`config.mk`:
```
export PLATFORM = sky130hd
export DESIGN_NAME = fetch_queue_unit
export DESIGN_NICKNAME = d
export VERILOG_FILES = /design/src/rtl/fetch_queue_unit.sv
export SDC_FILE = /design/constraint.sdc
export NUM_CORES = 1
export LEC_CHECK = 0
export ABC_AREA = 1
export CAP_MARGIN = 25
export CORE_ASPECT_RATIO = 1.2
export CORE_MARGIN = 3
export CORE_UTILIZATION = 50
export CTS_BUF_LIST = sky130_fd_sc_hd__clkbuf_16
export CTS_CLUSTER_DIAMETER = 120
export DETAILED_ROUTE_END_ITERATION = 10
export HOLD_SLACK_MARGIN = 0.05
export PLACE_DENSITY = 0.72
export SETUP_SLACK_MARGIN = 0.5
export SLEW_MARGIN = 40
export SYNTH_ARGS = -nofsm -noshare
export SYNTH_HDL_FRONTEND = slang
export SYNTH_SLANG_ARGS = --single-unit
export TNS_END_PERCENT = 30
```
`constraint.sdc`:
```
create_clock -name clk -period 4.3 [get_ports clk]
set_input_delay 0.86 -clock clk [delete_from_list [all_inputs] [get_ports clk]]
set_output_delay 0.86 -clock clk [all_outputs]
set_load 0.005 [all_outputs]
```
`src/rtl/fetch_queue_unit.sv`:
```
// Instruction-fetch front end: owns the fetch PC and buffers {pc, inst} pairs in a circular queue.
// Optional perf counters are enabled by defining FETCHQ_PERF_EN.
module fetch_queue_unit #(
    parameter int unsigned     XLEN     = 32,
    parameter int unsigned     DEPTH    = 4,
    parameter logic [XLEN-1:0] RESET_PC = '0,
    parameter int unsigned     IMEM_AW  = 8
) (
    input  logic                       clk,
    input  logic                       rst,
    output logic [IMEM_AW-1:0]         imem_addr,
    input  logic [31:0]                imem_data,
    input  logic                       redirect_valid,
    input  logic [XLEN-1:0]            redirect_pc,
    output logic                       out_valid,
    input  logic                       out_ready,
    output logic [31:0]                out_inst,
    output logic [XLEN-1:0]            out_pc,
    output logic [XLEN-1:0]            out_pc_plus4,
    output logic [XLEN-1:0]            fetch_pc,
    output logic [$clog2(DEPTH+1)-1:0] occupancy
`ifdef FETCHQ_PERF_EN
    ,
    output logic [31:0]                perf_fetched,
    output logic [31:0]                perf_flushed
`endif
);

    localparam int unsigned PW = $clog2(DEPTH);
    localparam int unsigned CW = $clog2(DEPTH+1);
    localparam logic [XLEN-1:0] ALIGN_MASK = {{(XLEN-2){1'b1}}, 2'b00};

    logic [PW-1:0]   rd_ptr_q, rd_ptr_d;
    logic [PW-1:0]   wr_ptr_q, wr_ptr_d;
    logic [CW-1:0]   count_q, count_d;
    logic [XLEN-1:0] fetch_pc_q, fetch_pc_d;
    logic [XLEN-1:0] pc_mem_q [DEPTH];
    logic [XLEN-1:0] pc_mem_d [DEPTH];
    logic [31:0]     inst_mem_q [DEPTH];
    logic [31:0]     inst_mem_d [DEPTH];
    logic            pop_s;
    logic            push_s;

    // Handshake decode, queue/PC next-state; a redirect overrides both push and pop.
    always_comb begin
        pop_s      = (count_q != {CW{1'b0}}) & out_ready;
        push_s     = ~redirect_valid & ((count_q < CW'(DEPTH)) | pop_s);
        rd_ptr_d   = rd_ptr_q;
        wr_ptr_d   = wr_ptr_q;
        count_d    = count_q;
        fetch_pc_d = fetch_pc_q;
        pc_mem_d   = pc_mem_q;
        inst_mem_d = inst_mem_q;
        if (redirect_valid) begin
            rd_ptr_d   = {PW{1'b0}};
            wr_ptr_d   = {PW{1'b0}};
            count_d    = {CW{1'b0}};
            fetch_pc_d = redirect_pc & ALIGN_MASK;
        end else begin
            if (push_s) begin
                pc_mem_d[wr_ptr_q]   = fetch_pc_q;
                inst_mem_d[wr_ptr_q] = imem_data;
                wr_ptr_d             = wr_ptr_q + {{(PW-1){1'b0}}, 1'b1};
                fetch_pc_d           = fetch_pc_q + {{(XLEN-3){1'b0}}, 3'b100};
            end else begin
                wr_ptr_d   = wr_ptr_q;
                fetch_pc_d = fetch_pc_q;
            end
            if (pop_s) begin
                rd_ptr_d = rd_ptr_q + {{(PW-1){1'b0}}, 1'b1};
            end else begin
                rd_ptr_d = rd_ptr_q;
            end
            if (push_s && !pop_s) begin
                count_d = count_q + {{(CW-1){1'b0}}, 1'b1};
            end else if (!push_s && pop_s) begin
                count_d = count_q - {{(CW-1){1'b0}}, 1'b1};
            end else begin
                count_d = count_q;
            end
        end
    end

    // Queue and fetch-PC state registers.
    always_ff @(posedge clk or negedge rst) begin
        if (!rst) begin
            rd_ptr_q   <= {PW{1'b0}};
            wr_ptr_q   <= {PW{1'b0}};
            count_q    <= {CW{1'b0}};
            fetch_pc_q <= RESET_PC;
            for (int i = 0; i < DEPTH; i++) begin
                pc_mem_q[i]   <= {XLEN{1'b0}};
                inst_mem_q[i] <= 32'h0000_0000;
            end
        end else begin
            rd_ptr_q   <= rd_ptr_d;
            wr_ptr_q   <= wr_ptr_d;
            count_q    <= count_d;
            fetch_pc_q <= fetch_pc_d;
            pc_mem_q   <= pc_mem_d;
            inst_mem_q <= inst_mem_d;
        end
    end

    assign imem_addr    = fetch_pc_q[IMEM_AW+1:2];
    assign fetch_pc     = fetch_pc_q;
    assign occupancy    = count_q;
    assign out_valid    = (count_q != {CW{1'b0}});
    assign out_pc       = pc_mem_q[rd_ptr_q];
    assign out_inst     = inst_mem_q[rd_ptr_q];
    assign out_pc_plus4 = pc_mem_q[rd_ptr_q] + {{(XLEN-3){1'b0}}, 3'b100};

`ifdef FETCHQ_PERF_EN
    logic [31:0]   perf_fetched_q, perf_fetched_d;
    logic [31:0]   perf_flushed_q, perf_flushed_d;
    logic [CW-1:0] discard_s;
    logic [32:0]   flush_sum_s;

    // Saturating counters; a flush counts entries lost, excluding one delivered that cycle.
    always_comb begin
        discard_s   = count_q - {{(CW-1){1'b0}}, pop_s};
        flush_sum_s = {1'b0, perf_flushed_q} + 33'(discard_s);
        if (push_s && (perf_fetched_q != 32'hFFFF_FFFF)) begin
            perf_fetched_d = perf_fetched_q + 32'd1;
        end else begin
            perf_fetched_d = perf_fetched_q;
        end
        if (redirect_valid) begin
            perf_flushed_d = flush_sum_s[32] ? 32'hFFFF_FFFF : flush_sum_s[31:0];
        end else begin
            perf_flushed_d = perf_flushed_q;
        end
    end

    // Perf counter registers.
    always_ff @(posedge clk or negedge rst) begin
        if (!rst) begin
            perf_fetched_q <= 32'd0;
            perf_flushed_q <= 32'd0;
        end else begin
            perf_fetched_q <= perf_fetched_d;
            perf_flushed_q <= perf_flushed_d;
        end
    end

    assign perf_fetched = perf_fetched_q;
    assign perf_flushed = perf_flushed_q;
`endif

endmodule

```
==> flow_summary.json <==
{
  "detailedPlacementHpwl_um": 28200,
  "tritoncts": "yes",
  "finalClockSkew_ps": 23.1,
  "design.die.area_um2": 31800,
  "crit_share_post_route": 0.887,
  "grt_util_all_layers": 0.269,
  "worstMarginPinSlew_ps": 656,
  "status": "finished clean",
  "min_period_ps": 3810,
  "whs_ps": 262,
  "mostFrequentLayoutCell": "nand2_1",
  "buffer_type_at_the_clock_tree_root": "clkbuf_16",
  "max-clock-path-buffers": 3,
  "fmaxAchievable_mhz": 262,
  "routed_wl_um": 43900,
  "areaGrowthSynthToFinish_pct": 26.8,
  "grt_setup_unrepaired": "yes",
  "finalPower_uw": 13400,
  "grt_antenna_before_repair": 0,
  "core_outline_area_um2": 29000,
  "post-synth-top-area-cell": "dfrtp_1",
  "regToRegStartpoint": "occupancy[2]",
  "peakVddDrop_mv": 0.364,
  "synth.yosys.seq_area_share": 0.481,
  "maxCapViolCount": 0,
  "holdCritPathClass": "in -> async",
  "io_buffers": 199,
  "startpoint_type": "flip-flop",
  "share_of_cells_above_drive_strength_1": 0.104,
  "power_density_nw_per_um2": 712,
  "worstPathRequired_ps": 3440,
  "vias_per_cell": 5.48,
  "timing.max_slew.rel_slack": 0.562,
  "dieWidth_um": 163,
  "clk_pin_slew_worst_paths_ps": 60,
  "pins_over_slew_limit": 0,
  "core.rowCount": 68,
  "worstPathMaxFanout": 8,
  "grt_pass1_vias": 13187,
  "numClockSinks": 285,
  "post_synth.cell_area_avg_um2": 7.54,
  "synthCells": 1966,
  "start_util": 0.511,
  "signal_arrival_time_at_the_worst_endpoint_ps": 2950,
  "p_leak_uw": 0.00887,
  "detailedRoute.firstIterationViolations": 1105,
  "numCtsBuffers": 29,
  "ys_warn_count": 0,
  "layout_common_cells": "nand2_1 (655), o21ai_0 (296), dfrtp_1 (283)",
  "pin_count": 208,
  "first_pass_grt_wire_length_um": 69600,
  "avgRoutedWirePerCell_um": 17.2,
  "gp_congestion": 0.925,
  "synth_area_leaders": "dfrtp_1 (48%), nand2_1 (18%), o21ai_0 (10%), nor2_1 (3.8%), nand3_1 (3.1%)",
  "ant_nets": 0,
  "critPathCaptureType": "primary output",
  "synthesis.area_um2": 14800,
  "ffs_latches_synth": 285,
  "vias": 14031,
  "die_h_um": 195,
  "cts_max_level": 1,
  "portion_of_synthesized_cell_area_occupied_by_the_leading_cell_type": 0.481,
  "finalHoldViolations": 0,
  "grt_remaining_overflow": 0,
  "fin_util": 0.648,
  "setup_viol": 0,
  "fin_nets": 2228,
  "netlist-cell-type-count": 34,
  "grt_start_max_net_pins": 107,
  "route.detailed.drc": 0,
  "worstSetupStartpoint": "rd_ptr_q[0]",
  "crit_type": "reg -> out",
  "clkLatencyLatePin_ps": 550,
  "diodes": 0,
  "timing.setup.tns_ps": 0,
  "drt-pass1-iter-count": 5
}
-- cell families (layout without fill, tap and decap cells) --
| kind of cell | after synthesis | after routing | share of synthesized area |
|---|---|---|---|
| xor+xnor | 28 | 28 | 0.0165 |
| buf+inv | 241 | 445 | 0.0814 |
| flops | 285 | 285 | 0.481 |
| other cells | 1 | 6 | 0.000253 |
| simple gates | 997 | 997 | 0.270 |
| compound gates | 407 | 407 | 0.145 |
| fa+ha+maj | 7 | 7 | 0.00641 |
-- per-stage QoR --
step / setup WS (ps) / std cells / instance area (um2)
global route: 350 / 2560 / 18800
CTS: 430 / 2541 / 18500
finish: 488 / 2560 / 18800
global placement: 628 / 2459 / 16900
floorplan: 1630 / 1971 / 14800
detailed placement: 594 / 2459 / 16900
-- worst max-delay path, stage by stage, from the launching register on --
cell and delay, ps:
dfrtp_4 490, buf_12 160, clkinv_16 80, buf_4 130
nand2_1 70, nand3_2 80, nand2_4 100, nor2_2 190
nand2_1 140, nor2_4 180, nand2_1 80, xor2_1 150
clkdlybuf4s50_1 520
-- sequential cells by signal (all words and copies together) (netlist names) --
signal,flops
fetch_pc,30
inst_mem_q,128
occupancy,3
pc_mem_q,120
rd_ptr_q,2
wr_ptr_q,2
-- routing by layer --
layer	wire length, um	up-vias	GRT usage
met3	2850	99	0.0390
met2	22100	537	0.469
met1	17600	6673	0.344
met4	1390	0	0.0903
li1	-	6722	-
met5	0	-	0
-- path summary, 6_finish.rpt --
path	slack [ps]	endpoint	depth (start not counted)
worst max-delay path	490	out_pc_plus4[17]	12
worst min-delay path	260	pc_mem_q[17]	1
worst max register to register	2040	pc_mem_q[42]	8
worst min register to register	480	inst_mem_q[67]	2
max in group asynchronous	2990	pc_mem_q[62]	3
min in group clk	480	inst_mem_q[67]	2
-- cells in the mapped netlist --
cell and instances:
o21ai_0 296, and2_1 2, inv_4 1, xor2_1 28, buf_1 2, nor2_1 152, nor2_2 13, clkbuf_1 56
o211ai_1 5, a32oi_1 1, buf_6 24, inv_1 114, inv_2 4, ha_1 6, a22oi_1 17, nor2_4 1
nor3_1 12, nand3_2 2, nand3_1 93, o221ai_1 2, nand2_2 11, fa_1 1, o21ai_1 44, or2_2 1
nand3b_1 1, dfrtp_1 285, a21oi_1 7, conb_1 1, buf_4 28, nand2_1 696, a31oi_1 1, buf_2 12
o22ai_1 34, nand4_1 13
-- where the power goes --
group	total [uW]	leakage, uW	internal (uW)	switching, uW
logic	6200	0.00479	2840	3370
clock network	2650	0.000503	1590	1060
registers	4540	0.00358	3840	696
total	13400	0.00887	8260	5130
-- final cells by class --
cell class,instances,area (um2)
timing repair inverter,2,25.0
tap,385,482
clock buffer,29,726
fill,2491,10200
clock inverter,24,273
timing repair buffer,271,2870
sequential,285,7140
multi-input combinational,1445,6800
inverter,119,483
-- timing repair --
action,CTS,global route
hold buffers,0,0
setup buffers,23,17
endpoints found under the setup margin,52,52
pin swaps,18,16
cloned,6,1
resized for setup,68,46
No activity file was read; power rests on OpenSTA's default activity.
